--- src/rtl/shazam_pkg.sv ---
// Shared constants and types for the ADC capture path.
// ADC sample width, mid-scale code, default frame length, overrun counter width, collector states.
package shazam_pkg;

    localparam int ADC_W             = 12;
    localparam logic [ADC_W-1:0] ADC_MIDSCALE = 12'h800;
    localparam int FRAME_LEN_DEFAULT = 256;
    localparam int OVERRUN_W         = 16;

    typedef enum logic [1:0] {
        IDLE    = 2'd0,
        CAPTURE = 2'd1,
        DRAIN   = 2'd2
    } state_e;

endpackage

--- src/rtl/adc_frame_collector_if.sv ---
// Sample-in strobe bus plus frame-out valid/ready/last stream.
// master = the surroundings (sampler + consumer); slave = the collector.
interface adc_frame_collector_if #(
    parameter int DATA_W = shazam_pkg::ADC_W
);
    logic [DATA_W-1:0] adc_data;
    logic              adc_data_valid;
    logic [DATA_W-1:0] out_data;
    logic              out_valid;
    logic              out_ready;
    logic              out_last;

    modport master (
        output adc_data, adc_data_valid, out_ready,
        input  out_data, out_valid, out_last
    );

    modport slave (
        input  adc_data, adc_data_valid, out_ready,
        output out_data, out_valid, out_last
    );
endinterface

--- src/rtl/frame_ram.sv ---
// Simple dual-port frame buffer: one write port, one registered read port.
// Read data appears one cycle after the address; no reset on the array so block RAM is inferred.
module frame_ram #(
    parameter int DATA_W = 12,
    parameter int ADDR_W = 8
) (
    input  logic              clk,
    input  logic              we,
    input  logic [ADDR_W-1:0] waddr,
    input  logic [DATA_W-1:0] wdata,
    input  logic [ADDR_W-1:0] raddr,
    output logic [DATA_W-1:0] rdata
);
    logic [DATA_W-1:0] mem [0:(1<<ADDR_W)-1];

    always_ff @(posedge clk) begin
        if (we) begin
            mem[waddr] <= wdata;
        end
        rdata <= mem[raddr];
    end
endmodule

--- src/rtl/adc_frame_collector.sv ---
// Captures FRAME_LEN offset-binary ADC samples as two's complement, then streams them out with last.
// Input never stalls: samples seen while draining are dropped and counted. ADC_FRAME_DECIM2_EN averages input pairs.
module adc_frame_collector
    import shazam_pkg::*;
#(
    parameter int DATA_W    = ADC_W,
    parameter int FRAME_LEN = FRAME_LEN_DEFAULT,
    parameter int ADDR_W    = $clog2(FRAME_LEN)
) (
    input  logic                 clk,
    input  logic                 reset,
    input  logic                 start,
    adc_frame_collector_if.slave bus,
    output logic                 busy,
    output logic                 frame_done,
    output logic [OVERRUN_W-1:0] overrun_cnt
);
    localparam logic [1:0] S_IDLE    = IDLE;
    localparam logic [1:0] S_CAPTURE = CAPTURE;
    localparam logic [1:0] S_DRAIN   = DRAIN;
    localparam logic [ADDR_W-1:0] LAST_IDX = ADDR_W'(FRAME_LEN - 1);

    logic [1:0]        state;
    logic [ADDR_W-1:0] wr_ptr;
    logic [ADDR_W-1:0] rd_idx;
    logic [ADDR_W-1:0] rd_addr;
    logic              we;
    logic [DATA_W-1:0] cap_sample;
    logic [DATA_W-1:0] wr_dat;
    logic [DATA_W-1:0] rd_dat;
    logic              beat_acc;

    function automatic logic [DATA_W-1:0] ob_to_tc(input logic [DATA_W-1:0] s);
        return {~s[DATA_W-1], s[DATA_W-2:0]};
    endfunction

`ifdef ADC_FRAME_DECIM2_EN
    logic              pair_phase;
    logic [DATA_W-1:0] pair_first;
    logic [DATA_W:0]   pair_sum;

    assign pair_sum   = {1'b0, pair_first} + {1'b0, bus.adc_data};
    assign cap_sample = pair_sum[DATA_W:1];
    assign we         = (state == S_CAPTURE) && bus.adc_data_valid && pair_phase;

    // Phase is forced to 0 outside CAPTURE so every frame starts on a pair boundary.
    always_ff @(posedge clk or negedge reset) begin
        if (!reset) begin
            pair_phase <= 1'b0;
            pair_first <= '0;
        end else if (state != S_CAPTURE) begin
            pair_phase <= 1'b0;
        end else if (bus.adc_data_valid) begin
            pair_phase <= ~pair_phase;
            if (!pair_phase) begin
                pair_first <= bus.adc_data;
            end
        end
    end
`else
    assign cap_sample = bus.adc_data;
    assign we         = (state == S_CAPTURE) && bus.adc_data_valid;
`endif

    assign wr_dat = ob_to_tc(cap_sample);

    // Read address runs one beat ahead on acceptance, so the registered RAM output is
    // always the presented beat and holds still while the consumer stalls.
    assign beat_acc = bus.out_valid && bus.out_ready;
    assign rd_addr  = (state == S_DRAIN) ? rd_idx + ADDR_W'(beat_acc) : '0;

    frame_ram #(
        .DATA_W(DATA_W),
        .ADDR_W(ADDR_W)
    ) u_frame_ram (
        .clk  (clk),
        .we   (we),
        .waddr(wr_ptr),
        .wdata(wr_dat),
        .raddr(rd_addr),
        .rdata(rd_dat)
    );

    assign bus.out_valid = (state == S_DRAIN);
    assign bus.out_data  = bus.out_valid ? rd_dat : '0;
    assign bus.out_last  = bus.out_valid && (rd_idx == LAST_IDX);
    assign busy          = (state != S_IDLE);

    always_ff @(posedge clk or negedge reset) begin
        if (!reset) begin
            state       <= S_IDLE;
            wr_ptr      <= '0;
            rd_idx      <= '0;
            frame_done  <= 1'b0;
            overrun_cnt <= '0;
        end else begin
            frame_done <= 1'b0;
            case (state)
                S_IDLE: begin
                    if (start) begin
                        state  <= S_CAPTURE;
                        wr_ptr <= '0;
                    end
                end
                S_CAPTURE: begin
                    if (we) begin
                        wr_ptr <= wr_ptr + ADDR_W'(1);
                        if (wr_ptr == LAST_IDX) begin
                            state  <= S_DRAIN;
                            rd_idx <= '0;
                        end
                    end
                end
                S_DRAIN: begin
                    if (bus.adc_data_valid && (overrun_cnt != '1)) begin
                        overrun_cnt <= overrun_cnt + OVERRUN_W'(1);
                    end
                    if (beat_acc) begin
                        rd_idx <= rd_idx + ADDR_W'(1);
                        if (rd_idx == LAST_IDX) begin
                            state      <= S_IDLE;
                            frame_done <= 1'b1;
                        end
                    end
                end
                default: state <= S_IDLE;
            endcase
        end
    end
endmodule

--- src/flat_wrapper.sv ---
// flat-port wrapper written by rule: the top's interface ports become plain ports
module adc_frame_collector_flat import shazam_pkg::*;
#(
    parameter int DATA_W    = ADC_W,
    parameter int FRAME_LEN = FRAME_LEN_DEFAULT,
    parameter int ADDR_W    = $clog2(FRAME_LEN)
)
  (clk, reset, start, busy, frame_done, overrun_cnt, bus_adc_data, bus_adc_data_valid, bus_out_ready, bus_out_data, bus_out_valid, bus_out_last);
  adc_frame_collector_if #(.DATA_W(DATA_W)) bus_i ();
  input  logic clk;
  input  logic reset;
  input  logic start;
  output logic busy;
  output logic frame_done;
  output logic [OVERRUN_W-1:0] overrun_cnt;
  input wire logic [$bits(bus_i.adc_data)-1:0] bus_adc_data;
  input wire logic [$bits(bus_i.adc_data_valid)-1:0] bus_adc_data_valid;
  input wire logic [$bits(bus_i.out_ready)-1:0] bus_out_ready;
  output wire logic [$bits(bus_i.out_data)-1:0] bus_out_data;
  output wire logic [$bits(bus_i.out_valid)-1:0] bus_out_valid;
  output wire logic [$bits(bus_i.out_last)-1:0] bus_out_last;
  assign bus_i.adc_data = bus_adc_data;
  assign bus_i.adc_data_valid = bus_adc_data_valid;
  assign bus_i.out_ready = bus_out_ready;
  assign bus_out_data = bus_i.out_data;
  assign bus_out_valid = bus_i.out_valid;
  assign bus_out_last = bus_i.out_last;
  adc_frame_collector #(.DATA_W(DATA_W), .FRAME_LEN(FRAME_LEN), .ADDR_W(ADDR_W)) u_core (.clk(clk), .reset(reset), .start(start), .bus(bus_i), .busy(busy), .frame_done(frame_done), .overrun_cnt(overrun_cnt));
endmodule
--- config.mk ---
export PLATFORM = sky130hd
export DESIGN_NAME = adc_frame_collector_flat
export DESIGN_NICKNAME = d
export VERILOG_FILES = /design/src/rtl/shazam_pkg.sv /design/src/rtl/adc_frame_collector_if.sv /design/src/rtl/frame_ram.sv /design/src/rtl/adc_frame_collector.sv /design/src/flat_wrapper.sv
export SDC_FILE = /design/constraint.sdc
export NUM_CORES = 2
export LEC_CHECK = 0
export CAP_MARGIN = 20
export CELL_PAD_IN_SITES_DETAIL_PLACEMENT = 1
export CELL_PAD_IN_SITES_GLOBAL_PLACEMENT = 1
export CORE_UTILIZATION = 43
export CTS_BUF_LIST = sky130_fd_sc_hd__clkbuf_8 sky130_fd_sc_hd__clkbuf_16
export CTS_CLUSTER_DIAMETER = 200
export CTS_CLUSTER_SIZE = 20
export DETAILED_ROUTE_END_ITERATION = 7
export GPL_TIMING_DRIVEN = 0
export PLACE_DENSITY = 0.64
export REMOVE_ABC_BUFFERS = 1
export SYNTH_ARGS = -nofsm -noshare
export SYNTH_HDL_FRONTEND = slang
export SYNTH_SLANG_ARGS = --single-unit
--- constraint.sdc ---
create_clock -name clk -period 7.85 [get_ports clk]
set_input_delay 2.355 -clock clk [delete_from_list [all_inputs] [get_ports clk]]
set_output_delay 2.355 -clock clk [all_outputs]
set_load 0.1 [all_outputs]
# Word level (Yosys, flattened, before mapping)
# Memories as Yosys holds them, arrays and structs flattened. A register that Yosys moved wholly into a read port is not among the register bits.
# Cells that the tools add are included.
classes:
  add_sub_neg: 4
  eq_ne: 10
  n_mux: 20
  bitwise_logic: 1
  reduce_logical: 12
ops:
  columns: ["cell", "n"]
  rows:
  - ["2-to-1 mux 8 bit", 6]
  - ["one-hot mux 8 bit (2 select lines)", 2]
  - ["adder 16 x 1 -> 16 bit (second input constant)", 1]
  - ["adder 8 x 1 -> 8 bit (second input constant)", 2]
  - ["== test 8 bit (second input constant)", 2]
  - ["inequality test 16 bit (second input constant)", 1]
  - ["2-to-1 mux 12 bit", 1]
  - ["2-to-1 mux 2 bit", 5]
  - ["inequality test 2 bit (second input constant)", 5]
  - ["adder 8 x 1 -> 8 bit", 1]
  - ["one-hot mux 2 bit (3 select lines)", 1]
  - ["nonzero test 2 bit", 3]
  - ["2-to-1 mux 1 bit", 5]
  - ["AND reduction 5 bit", 1]
  - ["logical AND 1 bit", 4]
  - ["AND reduction 4 bit", 1]
  - ["AND reduction 3 bit", 1]
  - ["== test 2 x 1 -> 1 bit (second input constant)", 1]
  - ["== test 2 bit (second input constant)", 1]
  - ["logical NOT 2 bit", 1]
  - ["AND reduction 2 bit", 1]
  - ["NOT 1 bit", 1]
word_totals:
  regBits: 35
  ram_bits: 3072
  in_bits: 17
  out_inout_bits: 32
  wordCells: 53
  n_memories: 1
memory_table:
  columns: ["memory", "words", "width", "read_ports", "rd_ports_with_merged_regs", "write_ports", "line_no", "rtl"]
  rows:
  - ["u_core.u_frame_ram.mem", 256, 12, 1, 1, 1, "frame_ram.sv:14", "logic [DATA_W-1:0] mem [0:(1<<ADDR_W)-1];"]

# Depth between registers and ports, before layout
logic_depth:
  depth_word: 4
  mapped_depth: 24

# Modules after synthesis
# From an unflattened synthesis, not the netlist that was laid out.
hier_totals:
  hier_cells: 5730
  area_unflattened_um2: 120789.6
by_module_without_submodules:
  columns: ["mod", "n_inst", "cells_per_inst", "area_per_inst_um2", "seq_area_each_um2"]
  rows:
  - ["frame_ram", 1, 5506, 118632.5, 92488.7]
  - ["adc_frame_collector", 1, 224, 2157.1, 875.8]

# Worst setup path after synthesis
# No wires, ideal clock.
synth_path:
  path_kind: "input -> register"
  start: "input port bus_adc_data[11]"
  end: "memory u_core.u_frame_ram.mem[0][11], data pin"
  arrival_ns: 5.095
  path_slack_ns: 1.985
  stages: 1
  path_cell_list: "inv_1"
synth_between:
  elab_chain_cells: 1
synth_rtl:
  columns: ["item", "line_no", "rtl"]
  rows:
  - ["start: declaration", "flat_wrapper.sv:16", "input wire logic [$bits(bus_i.adc_data)-1:0] bus_adc_data;"]
  - ["NOT 1 bit", "adc_frame_collector.sv:34", "return {~s[DATA_W-1], s[DATA_W-2:0]};"]
  - ["end: declaration", "frame_ram.sv:14", null]
# No other way between the ends.

# Worst setup path in the final report
layout_path:
  start: "register u_core.state[0]"
  end: "register u_core.u_frame_ram.rdata[3], read port of u_core.u_frame_ram.mem"
layout_between:
  elab_chain_cells: 4
layout_rtl:
  columns: ["item", "line_no", "rtl"]
  rows:
  - ["start: declaration", "adc_frame_collector.sv:23", "logic [1:0] state;"]
  - ["start signal: assignment", "adc_frame_collector.sv:91", "state <= S_IDLE;"]
  - ["start signal: assignment", "adc_frame_collector.sv:101", "state <= S_CAPTURE;"]
  - ["start signal: assignment", "adc_frame_collector.sv:109", "state <= S_DRAIN;"]
  - ["== test 2 bit (*)", "adc_frame_collector.sv:70, adc_frame_collector.sv:84", null]
  - ["logical AND 1 bit", "adc_frame_collector.sv:69", "assign beat_acc = bus.out_valid && bus.out_ready;"]
  - ["adder 8 x 1 -> 8 bit", "adc_frame_collector.sv:70", "assign rd_addr = (state == S_DRAIN) ? rd_idx + ADDR_W'(beat_acc) : '0;"]
  - ["2-to-1 mux 8 bit (*)", "adc_frame_collector.sv:70", null]
  - ["end: declaration", "frame_ram.sv:12", "output logic [DATA_W-1:0] rdata"]
# Every way passes the cells marked *; elsewhere a longest branch is shown, timed or not.
# A chain may end at the register's enable or synchronous reset.

==> out/results.ini <==
[logic_synthesis]
ys.flop_type = edfxtp_1
netlist_area_um2 = 124000
yosysMostFrequentCell = edfxtp_1
synthCells = 7658
yosysTopAreaCellShare = 0.746
synth.distinct_cells = 89
yosysWarningCount = 0
synth_edf_count = 3072
netlist_top_cells_area = edfxtp_1, mux4_2, nand2_1
yosys.area.top_type = edfxtp_1
synth_top_cells_by_count = edfxtp_1, nand2_1, nor2_1
yosysSeqAreaShare = 0.755
syn_area_per_cell_um2 = 16.1
async_flop_share = 0.0112
ys_ff_latch = 3119

[critical_path]
critical_path.startpoint = u_core.state[0]
reg2regPathDepth = 21
r2r-start = u_core.state[0]
startpoint_type = flip-flop
end_kind = flip-flop
path_class = reg -> reg
critPathMaxFanout = 42
critPathCapture = u_core.u_frame_ram.rdata[3]
cp_data_arrival_time_ns = 8.77
required_ns = 8.66
r2r_slack_ns = -0.10
rr_endpoint = u_core.u_frame_ram.rdata[3]

[timing]
timing.slew.headroom = 0.141
setup_slack_ns = -0.101
setup_tns_ns = -0.179
max_freq_ghz = 0.126
period_needed_ns = 7.95
hold_viol = 0
tightest_slew_ns = 1.28
finalCritPeriodShare = 1.01
skew_ns = 0.0511
drv_slew = 0
setup_viol = 4

[grt]
grt_pass1_vias = 75700
grt_max_degree = 141
grt_pass1_wl_um = 607000
grt_overflow = 0
grt_usage = 0.298
antenna_found_initial = 27

[layout]
seq_area_um2 = 93400
fillerInstances = 26900
layout-drive-gt1-share = 0.154
final_util = 0.490
fin_nets = 7859
area_delta_synth_final_pct = 13.2
multi_input_area_um2 = 28200

[worst_hold_path]
min_path_cells = 1
hp-class = reg -> reg

[route]
first_pass_iters = 5
routed_wl_um = 440000
drc = 0
vias = 76800
via_per_inst = 6.57
wl_per_cell_um = 37.6
dr.first_iter.drc_count = 11000
ant_nets = 0

[power_and_ir_drop]
peakVddDrop_v = 0.000189
p_per_area_nw_per_um2 = 214
p_leak_nw = 44.2

[die]
start_util = 0.433
ioPinCount = 49
die_area_um2 = 290000
rows = 196
dieHeight_um = 538
core_area_um2 = 285000
die_w_um = 538

[place]
place.gp.congestion = 0.786
place_hpwl_um = 277000
io_buffers = 48

[clock_tree]
tritoncts = yes
cts-hold-fix-buffers = 0
clkSlewWorstSetupHoldPaths_ns = 0.10
h-tree-depth = 4
cts_buffers = 173
ctsRootBufferMaster = clkbuf_16
cts_sinks = 3119
clockBufferDepth = 3
clk_latency_ns = 0.89

[run_status]
violations = negative setup slack
outcome = complete, but fails checks

[flow_run]
cap_violations = 0

[final cells by class]
| type | instances | share of cell area |
|---|---|---|
| Tap cell | 3762 | 0.0336 |
| Timing Repair inverter | 1 | 0.0000626 |
| Antenna cell | 22 | 0.000393 |
| Inverter | 8 | 0.000572 |
| Sequential cell | 3119 | 0.667 |
| Timing Repair Buffer | 569 | 0.0623 |
| Multi-Input combinational cell | 3961 | 0.202 |
| Clock inverter | 71 | 0.00281 |
| Clock buffer | 175 | 0.0313 |
[through the flow]
stage	power, W	instances	setup WS (ns)	instance area (um2)	hold WS, ns
CTS	0.0299	11700	0.00334	140000	0.505
detailed placement	0.0207	11400	-2.35	134000	0.489
floorplan	0.0198	7086	-51.11	121000	0.544
finish	0.0299	11700	-0.101	140000	0.505
global route	0.0304	11700	-0.00184	140000	0.521
global placement	0.0211	10900	-138.05	126000	0.482
[cell families (layout without fill, tap and decap cells)]
kind of cell | count (synthesis) | after routing | synth area share
flops | 3119 | 3119 | 0.755
simple gates | 1889 | 1891 | 0.0685
compound gates | 1524 | 1524 | 0.0845
buf+inv | 580 | 824 | 0.0225
mux | 507 | 507 | 0.0662
xor+xnor | 30 | 30 | 0.00225
fa+ha+maj | 9 | 9 | 0.000911
other cells | 0 | 22 | 0
[where the power goes]
group	switching (W)	internal [W]	total, W
logic	0.00143	0.000526	0.00195
clock network	0.00543	0.00404	0.00948
registers	0.0000699	0.0184	0.0185
[placed cells by master (no fill, tap or decap), types with 40 or more instances in the layout]
cell	Yosys	final
a211oi_1	135	132
a21oi_1	258	254
a311oi_1	42	40
a31oi_1	99	99
and2_1	43	41
buf_12	0	71
buf_16	0	117
buf_4	60	121
buf_6	7	142
buf_8	0	65
clkbuf_16	0	175
edfxtp_1	3072	3072
inv_1	6	64
mux2i_1	230	228
mux4_2	245	245
nand2_1	672	659
nand3_1	255	245
nor2_1	539	507
nor3_1	71	68
o2111ai_1	79	76
o211ai_1	77	77
o21ai_0	212	208
o221ai_1	127	126
o22ai_1	231	230
or2_2	85	85
or3_1	61	53
[how the worst min path moves through the flow]
stage	from	end	slack, ns
floorplan	u_core.rd_idx[7]	u_core.rd_idx[7]	0.54
global placement	u_core.overrun_cnt[12]	u_core.overrun_cnt[12]	0.48
detailed placement	u_core.overrun_cnt[4]	u_core.overrun_cnt[4]	0.49
CTS	u_core.overrun_cnt[4]	u_core.overrun_cnt[4]	0.51
global route	u_core.overrun_cnt[4]	u_core.overrun_cnt[4]	0.52
finish	u_core.overrun_cnt[4]	u_core.overrun_cnt[4]	0.51
[state kept, by name, summed over array words and instances, names as in the netlist]
signal and count:
u_core.state 2, u_core.u_frame_ram.mem 3072, u_core.u_frame_ram.rdata 12, u_core.overrun_cnt 16, u_core.rd_idx 8, u_core.frame_done 1
u_core.wr_ptr 8
[critical path, stage by stage (launching register included)]
cell      delay, ns
dfrtp_2        0.55
buf_16         0.22
nand2b_4       0.20
buf_16         0.24
buf_12         0.29
inv_16         0.16
buf_16         0.27
nand2_1        0.27
inv_1          0.18
ha_4           0.19
ha_2           0.59
buf_12         0.27
and3b_4        0.64
buf_12         0.30
buf_16         0.28
nand2_2        0.53
buf_12         0.39
o22ai_1        0.16
nor4_1         0.14
a31oi_1        0.80
a211o_1        0.52
a22o_1         0.20
[per-layer routing]
| metal | GRT usage | part of all wire | up-vias |
|---|---|---|---|
| met4 | 0.135 | 0.050 | 16 |
| met3 | 0.0545 | 0.094 | 781 |
| met5 | 0 | 0.00026 | - |
| met2 | 0.467 | 0.46 | 4276 |
| met1 | 0.405 | 0.39 | 41000 |
| li1 | - | - | 30700 |
[repair_timing]
item / in CTS / in global routing
cloned: 8 / 0
pin swaps: 6 / 2
gates resized for setup: 32 / 16
endpoints found under the setup margin: 12 / 12
setup buffers: 11 / 2
Power figures use the tool's default switching activity.
